File: config.mk
export PLATFORM = sky130hd
export DESIGN_NAME = alu_arbiter
export DESIGN_NICKNAME = d
export VERILOG_FILES = /design/src/rtl/alu_pkg.sv /design/src/rtl/alu_core.sv /design/src/rtl/alu_arbiter.sv
export SDC_FILE = /design/constraint.sdc
export NUM_CORES = 1
export LEC_CHECK = 0
export BUFFER_PORTS_ARGS = -buffer_cell sky130_fd_sc_hd__buf_2
export CORE_ASPECT_RATIO = 1.2
export CORE_UTILIZATION = 60
export DETAILED_ROUTE_END_ITERATION = 8
export PLACE_DENSITY_LB_ADDON = 0.05
export SYNTH_ARGS = -nofsm -noshare
export SYNTH_HDL_FRONTEND = slang
export SYNTH_SLANG_ARGS = --single-unit
File: constraint.sdc
create_clock -name clk -period 6.3 [get_ports clk]
set_input_delay 0.315 -clock clk [delete_from_list [all_inputs] [get_ports clk]]
set_output_delay 0.315 -clock clk [all_outputs]
set_load 0.05 [all_outputs]
File: src/rtl/alu_pkg.sv
// Shared types for the two-requester ALU arbiter.
// Latency: none (types and constants only).
// Backpressure: not applicable.
package alu_pkg;

  localparam int ALU_WIDTH = 16;

  typedef enum logic [2:0] {
    OP_ADD   = 3'b000,
    OP_SUB   = 3'b001,
    OP_AND   = 3'b010,
    OP_OR    = 3'b011,
    OP_XOR   = 3'b100,
    OP_NOT   = 3'b101,
    OP_PASS  = 3'b110,
    OP_PASS2 = 3'b111
  } alu_op_t;

  typedef enum logic [1:0] {
    IDLE = 2'd0,
    EXEC = 2'd1,
    RESP = 2'd2
  } arb_state_t;

endpackage

File: src/rtl/alu_core.sv
// Combinational ALU: add/sub (wrapping), and/or/xor, not A, pass A.
// Latency: zero cycles, purely combinational.
// Backpressure: none; result follows operands.
module alu_core
  import alu_pkg::*;
#(
  parameter int WIDTH = ALU_WIDTH
) (
  input  logic [WIDTH-1:0] a,
  input  logic [WIDTH-1:0] b,
  input  alu_op_t          op,
  output logic [WIDTH-1:0] y
);

  // Opcode decode; both pass encodings return A unchanged.
  always_comb begin
    y = '0;
    case (op)
      OP_ADD:  y = a + b;
      OP_SUB:  y = a - b;
      OP_AND:  y = a & b;
      OP_OR:   y = a | b;
      OP_XOR:  y = a ^ b;
      OP_NOT:  y = ~a;
      default: y = a;
    endcase
  end

endmodule

File: src/rtl/alu_arbiter.sv
// Round-robin arbiter sharing one ALU between two requesters, one op in flight.
// Latency: accept in cycle c, response valid from cycle c+2; issue interval >= 3.
// Backpressure: response held stable until the owner's rsp ready; no accepts meanwhile.
module alu_arbiter
  import alu_pkg::*;
#(
  parameter int WIDTH = ALU_WIDTH
) (
  input  logic             clk,
  input  logic             rst_n,
  input  logic             req0_valid,
  output logic             req0_ready,
  input  logic [WIDTH-1:0] req0_a,
  input  logic [WIDTH-1:0] req0_b,
  input  alu_op_t          req0_f,
  input  logic             req1_valid,
  output logic             req1_ready,
  input  logic [WIDTH-1:0] req1_a,
  input  logic [WIDTH-1:0] req1_b,
  input  alu_op_t          req1_f,
  output logic             rsp0_valid,
  input  logic             rsp0_ready,
  output logic [WIDTH-1:0] rsp0_data,
  output logic             rsp1_valid,
  input  logic             rsp1_ready,
  output logic [WIDTH-1:0] rsp1_data,
  output logic             busy
);

  arb_state_t       state, next_state;
  logic             last_grant;
  logic             owner;
  logic [WIDTH-1:0] op_a, op_b, result;
  alu_op_t          op_f;
  logic [WIDTH-1:0] alu_y;
  logic             gnt0, gnt1, accept;

  // Requester 0 wins when alone or when requester 1 was served last, and vice versa.
  assign gnt0   = req0_valid & (~req1_valid | last_grant);
  assign gnt1   = req1_valid & (~req0_valid | ~last_grant);
  assign accept = (state == IDLE) & (gnt0 | gnt1);
  assign busy   = (state != IDLE);

  alu_core #(.WIDTH(WIDTH)) u_alu_core (
    .a  (op_a),
    .b  (op_b),
    .op (op_f),
    .y  (alu_y)
  );

  // State register.
  always_ff @(posedge clk or negedge rst_n) begin
    if (!rst_n) state <= IDLE;
    else        state <= next_state;
  end

  // Next state and handshake outputs; readies are masked while reset is held.
  always_comb begin
    next_state = state;
    req0_ready = 1'b0;
    req1_ready = 1'b0;
    rsp0_valid = 1'b0;
    rsp1_valid = 1'b0;
    rsp0_data  = '0;
    rsp1_data  = '0;
    case (state)
      IDLE: begin
        req0_ready = gnt0 & rst_n;
        req1_ready = gnt1 & rst_n;
        if (gnt0 | gnt1) next_state = EXEC;
      end
      EXEC: next_state = RESP;
      RESP: begin
        if (!owner) begin
          rsp0_valid = 1'b1;
          rsp0_data  = result;
          if (rsp0_ready) next_state = IDLE;
        end else begin
          rsp1_valid = 1'b1;
          rsp1_data  = result;
          if (rsp1_ready) next_state = IDLE;
        end
      end
      default: next_state = IDLE;
    endcase
  end

  // Operand capture on accept, result capture in the single EXEC cycle.
  always_ff @(posedge clk or negedge rst_n) begin
    if (!rst_n) begin
      last_grant <= 1'b1;
      owner      <= 1'b0;
      op_a       <= '0;
      op_b       <= '0;
      op_f       <= OP_ADD;
      result     <= '0;
    end else begin
      if (accept) begin
        owner      <= gnt1;
        last_grant <= gnt1;
        op_a       <= gnt1 ? req1_a : req0_a;
        op_b       <= gnt1 ? req1_b : req0_b;
        op_f       <= gnt1 ? req1_f : req0_f;
      end
      if (state == EXEC) result <= alu_y;
    end
  end

endmodule

==> flow_summary.ini, run 1 <==
[sta]
setup_tns_ps = 0
setup_violations = 0
period_minus_slack_ps = 3810
final_max_slew_viol_count = 0
rsz0062_at_grt = false
slew_headroom = 0.421
finalWorstSetupSlack_ps = 2490
period_share = 0.605
fin_skew_ps = 8.39
fmax_ghz = 0.263
worst_pin_slew_ps = 865
hold_viol_final = 0

[synth]
synth_ff_type = dfrtp_1
syn_avg_cell_area_um2 = 8.57
synth-seq-cells = 55
synth_cells = 561
ys_warn_count = 0
seq_area_frac_synth = 0.286
async_reset_ff_frac = 1.00
synth_cell_types = 60
syn_area_mm2 = 0.00481
syn_nets = 686
synth_edf_count = 0

[layout]
fillCellCount = 622
drive_gt1_frac = 0.224
nets = 777
stdcell_area_mm2 = 0.00552
antenna_cells = 0
postLayoutCoreUtil = 0.717
syn2layout_area_growth_pct = 14.8

[routing]
wl_per_cell_um = 15.6
avgViaCountPerCell = 5.83
route.met3.wl_um = 647
num_vias = 4340
drtIter0Drc = 237
top_layer = met4
firstDrtPassIters = 6
wl_um = 11700
wl_met2_um = 5390
drc_errors = 0
ant_nets = 0
m1WireLength_um = 5480

[clock_tree]
post_cts_buffers = 0
cts_buffers = 5
post_cts_resized = 0
htree_levels = 2
path_clk_slew_ps = 110
hold_buffers = 0
clock_latency_ps = 320
cts_buffer_depth = 2
root_buffer = clkbuf_8
cts.sinks = 55
cts_tree = done

[setup_path]
cp_slowest_cell = dfrtp_1
critPathMaxStageDelay_ps = 670
crit_family = simple AND/OR/NAND/NOR gates
cp_data_arrival_time_ps = 3990
path_class = flop to flop
crit_chain = nor2_8 > and2_0 > mux2_2 > fa_1 > nor2b_1 > o2111ai_1 > nand2_2 > a31oi_4 > o21ai_1 > xnor2_1 > o221ai_1
worstPathRequired_ps = 6480
cp_max_fo = 18
critPathLaunchType = flop
critPathBufInv = 0
end_kind = flop

[power_and_ir_drop]
total_leakage_power_uw = 0.00277
ir_worst_vdd_uv = 372
p_total_uw = 3560
power_density_mw_per_mm2 = 644

[floorplan]
row_count = 35
start_util = 0.624
io_pins = 113
core_mm2 = 0.00771
dieArea_mm2 = 0.00838
die_w_um = 83.7
die_y_um = 100

[run_status]
outcome = complete, no violations

[placed_design]
postPlaceCellArea_mm2 = 0.00540
port_buffers = 112
place_congestion = 0.916
place_ws_ps = 2540
hpwl_um = 8810

[grt]
grt.overflow.total = 0
antenna_found_initial = 0
grt_max_degree = 72
grt_pass1_vias = 3930
grt.total_usage = 0.276
grt_pass1_wl_um = 18600

[flow_run]
cap_violations = 0

[min_path]
hp-class = input port to asynchronous set/reset pin
final cells by class:
| class | count | area [um^2] | share of cell area |
|---|---|---|---|
| clock buffer | 6 | 82.6 | 0.0150 |
| timing repair buffer | 118 | 606 | 0.110 |
| tap | 92 | 115 | 0.0208 |
| multi-input combinational | 433 | 3160 | 0.572 |
| sequential | 55 | 1380 | 0.249 |
| clock inverter | 2 | 38.8 | 0.00702 |
| inverter | 39 | 146 | 0.0265 |
metal layers:
layer	track usage	vias up
met2	0.455	192
met4	0.0639	0
met5	0	-
li1	-	2162
met3	0.0304	17
met1	0.391	1969
cell usage in the layout (no fill, tap or decap), types with 2 or more instances in the layout:
master	Yosys	layout
a21o_1	8	8
a21oi_1	59	59
a221o_1	7	7
a221oi_1	11	11
a22oi_1	4	4
a31oi_1	10	10
a41oi_1	2	2
and2_1	33	33
and3_1	3	3
buf_2	9	112
buf_4	2	6
clkbuf_8	0	6
dfrtp_1	54	54
ha_1	48	48
inv_1	38	38
mux2_2	2	2
mux2i_1	40	40
nand2_1	24	24
nand2_2	2	2
nand2b_1	8	8
nand3_1	6	6
nand4_1	3	3
nor2_1	66	65
nor2b_1	4	4
nor3_1	3	3
o2111ai_1	2	2
o211ai_1	3	3
o21a_1	2	2
o21ai_0	18	18
o21ai_1	2	2
o221ai_1	11	11
o22ai_1	3	3
xnor2_1	24	24
xor2_1	3	3
report_power, final:
part / switching, uW / internal (uW) / leakage [uW]
Combinational: 1500 / 995 / 0.00210
Clock: 125 / 131 / 0.0000618
Sequential: 276 / 530 / 0.000615
Total: 1900 / 1660 / 0.00277
kinds of logic after synthesis:
kind of cell | share of synthesized area
AND/OR/NAND/NOR | 0.170
AO/OA/AOI/OAI | 0.217
buffers and inverters | 0.0611
flip-flops | 0.286
adder cells (fa/ha/maj) | 0.129
multiplexers | 0.0879
XOR/XNOR | 0.0492
path summary, 6_finish.rpt:
path                                  startpoint                endpoint  slack, ps  depth (start not counted)
min in group clk                      req1_valid  last_grant$_DFFE_PN1P_        260                          3
max reg2reg                  op_f[1]$_DFFE_PN0P_  result[10]$_DFFE_PN0N_       2490                         11
max                          op_f[1]$_DFFE_PN0P_  result[10]$_DFFE_PN0N_       2490                         11
min                                        rst_n   result[5]$_DFFE_PN0N_        120                          2
max in group asynchronous                  rst_n    op_a[15]$_DFFE_PN0P_       5700                          2
min reg2reg                result[0]$_DFFE_PN0N_   result[0]$_DFFE_PN0N_        500                          2
sequential cells by signal (all words and copies together), names as in the netlist:
register / cells
last_grant: 1
owner: 1
op_a: 16
op_b: 16
result: 16
op_f: 3
state: 2
cells in the mapped netlist (all sizes together) (4+ instances only):
cell type,number,area share
nor2,68,0.057
a21oi,60,0.063
dfrtp,54,0.28
ha,48,0.12
mux2i,40,0.083
inv,39,0.030
and2,34,0.044
nand2,26,0.021
xnor2,24,0.044
o21ai,20,0.021
clkbuf,19,0.015
buf,15,0.016
a221oi,12,0.023
a31oi,12,0.020
o221ai,11,0.020
a21o,8,0.012
nand2b,8,0.010
a221o,7,0.015
nand3,6,0.0062
a22oi,4,0.0062
nor2b,4,0.0052
nor3,4,0.0065
per-stage QoR:
step | hold WS [ps] | cells
floorplan | 19.4 | 561
global placement | 467 | 737
detailed placement | 476 | 737
CTS | 151 | 745
global route | 191 | 745
finish | 118 | 745
Power figures use the tool's default switching activity.
==> inputs of run 2 (changes only) <==
- CORE_UTILIZATION: 60 -> 50
- clock period: 6.3 -> 3.5 ns (I/O delays scaled with it)
==> run 2 against run 1 <==
  * Design area grew 1.1%
  * Worst hold slack worse by 2.9 ps
  * Largest cell class unchanged
  * Combinational power grew 86%
  * Largest power group unchanged
  * Clock skew down 1.2 ps
  * Highest routed layer unchanged
==> flow_summary.ini, run 2 (synthesis gave the netlist of run 1 again) <==
[setup_path]
r2r_slack_ps = 340
path_class = flop to flop
timing.rr.end = result[15]$_DFFE_PN0N_
end_kind = flop
reg2regPathDepth = 13
cp_data_arrival_time_ps = 3360
r2r-start = op_f[1]$_DFFE_PN0P_
critPathLaunchType = flop
cp_max_fo = 10
crit_path_end = result[15]$_DFFE_PN0N_
worstPathRequired_ps = 3700
setup.worst_path.start = op_f[1]$_DFFE_PN0P_

[floorplan]
start_util = 0.524
dieArea_mm2 = 0.0100
row_count = 38
die_w_um = 91.5
die_y_um = 109
core_mm2 = 0.00918
io_pins = 113

[routing]
wl_per_cell_um = 15.6
num_vias = 4356
wl_um = 12200
firstDrtPassIters = 5
ant_nets = 0
avgViaCountPerCell = 5.58
drtIter0Drc = 194
drc_errors = 0

[sta]
final_max_slew_viol_count = 0
finalWorstSetupSlack_ps = 338
fmax_ghz = 0.316
slew_headroom = 0.449
period_minus_slack_ps = 3160
setup_tns_ps = 0
rsz0062_at_grt = false
worst_pin_slew_ps = 824
period_share = 0.903
hold_viol_final = 0
setup_violations = 0
fin_skew_ps = 7.18

[clock_tree]
clock_latency_ps = 320
htree_levels = 2
cts.sinks = 55
cts_buffer_depth = 2
root_buffer = clkbuf_8
cts_buffers = 5
cts_tree = done
path_clk_slew_ps = 110

[power_and_ir_drop]
netSwitchingFraction = 0.539
total_leakage_power_uw = 0.00278
seq_power_share = 0.217
intPower_uw = 2940
power_density_mw_per_mm2 = 1140
ir_worst_vdd_uv = 445
pwr-share-clk = 0.058
p_switching_uw = 3440
combPwrFrac = 0.725

[placed_design]
port_buffers = 112
place_ws_ps = 302
place_inst = 771
place_congestion = 0.855
hpwl_um = 9420

[layout]
antenna_cells = 0
largestRegisters = op_a x16, op_b x16, result x16
final_cell_mix = buf_2 (112), nor2_1 (64), a21oi_1 (59)
layout_commonest_cell = buf_2
syn2layout_area_growth_pct = 16.1
fillCellCount = 824
nets = 784
fin_cells = 780
drive_gt1_frac = 0.230

[grt]
antenna_found_initial = 0
grt_pass1_wl_um = 19900
grt_pass1_vias = 4022
grt_max_degree = 52
grt.total_usage = 0.253
grt.overflow.total = 0

[run_status]
outcome = complete, no violations

[min_path]
hp-class = input port to flop

[flow_run]
cap_violations = 0
## run 2: final cells by class
class                   instances  area (um^2)  share of cell area
multi-input cells             433         3160               0.566
flip-flops and latches         55         1380               0.247
repair buffers                125          661               0.118
well taps                     120          150              0.0269
inverters                      39          146              0.0262
clock buffers                   6         72.6              0.0130
clock inverters                 2         16.3             0.00291
## run 2: worst min-delay path by stage
| stage | start | end | cells past startpoint |
|---|---|---|---|
| after floorplan | rst_n | op_a[0]$_DFFE_PN0P_ | 0 |
| after global placement | rst_n | op_a[14]$_DFFE_PN0P_ | 1 |
| after detailed placement | rst_n | op_a[14]$_DFFE_PN0P_ | 1 |
| after CTS | req1_valid | last_grant$_DFFE_PN1P_ | 3 |
| after global routing | req1_valid | last_grant$_DFFE_PN1P_ | 3 |
| final | req1_valid | last_grant$_DFFE_PN1P_ | 3 |
## run 2: worst max-delay path, stage by stage (launching register included)
cell,delay [ps]
dfrtp_1,450
nor2_8,230
and2_0,350
buf_4,230
nor2_1,70
xnor2_1,190
ha_1,360
and4_1,240
o21ai_0,80
a21oi_1,80
a311oi_2,330
a21oi_1,140
xnor2_1,170
o221ai_1,120
## run 2: per-layer routing
metal | vias to the layer above | track usage | part of all wire
li1 | 2174 | - | -
met1 | 2043 | 0.358 | 0.50
met2 | 132 | 0.414 | 0.45
met3 | 7 | 0.0311 | 0.037
met4 | 0 | 0.0567 | 0.0092
met5 | - | 0 | 0
## run 2: repair_timing
item                                   CTS  global route
gates resized for setup                  0             1
setup endpoints to repair                0             2
hold buffers                             1             0
endpoints found under the hold margin    4             0
setup buffers                            0             0
## run 2: stage by stage
step	power [uW]	util	area, um^2	hold slack (ps)
4_1_cts	6380	0.608	5580	96.9
3_5_place_dp	5980	0.597	5480	51.7
6_report	6370	0.608	5580	115
2_1_floorplan	4920	-	4810	-121
5_1_grt	7030	0.608	5580	128
3_3_place_gp	5870	0.597	5480	48.3
## run 2: power groups by stage
stage,clock network [uW],registers (uW),logic (uW)
2_1_floorplan,0,1240,3690
3_3_place_gp,0,1370,4500
3_5_place_dp,0,1390,4590
4_1_cts,388,1380,4610
5_1_grt,414,1440,5170
6_report,373,1380,4620
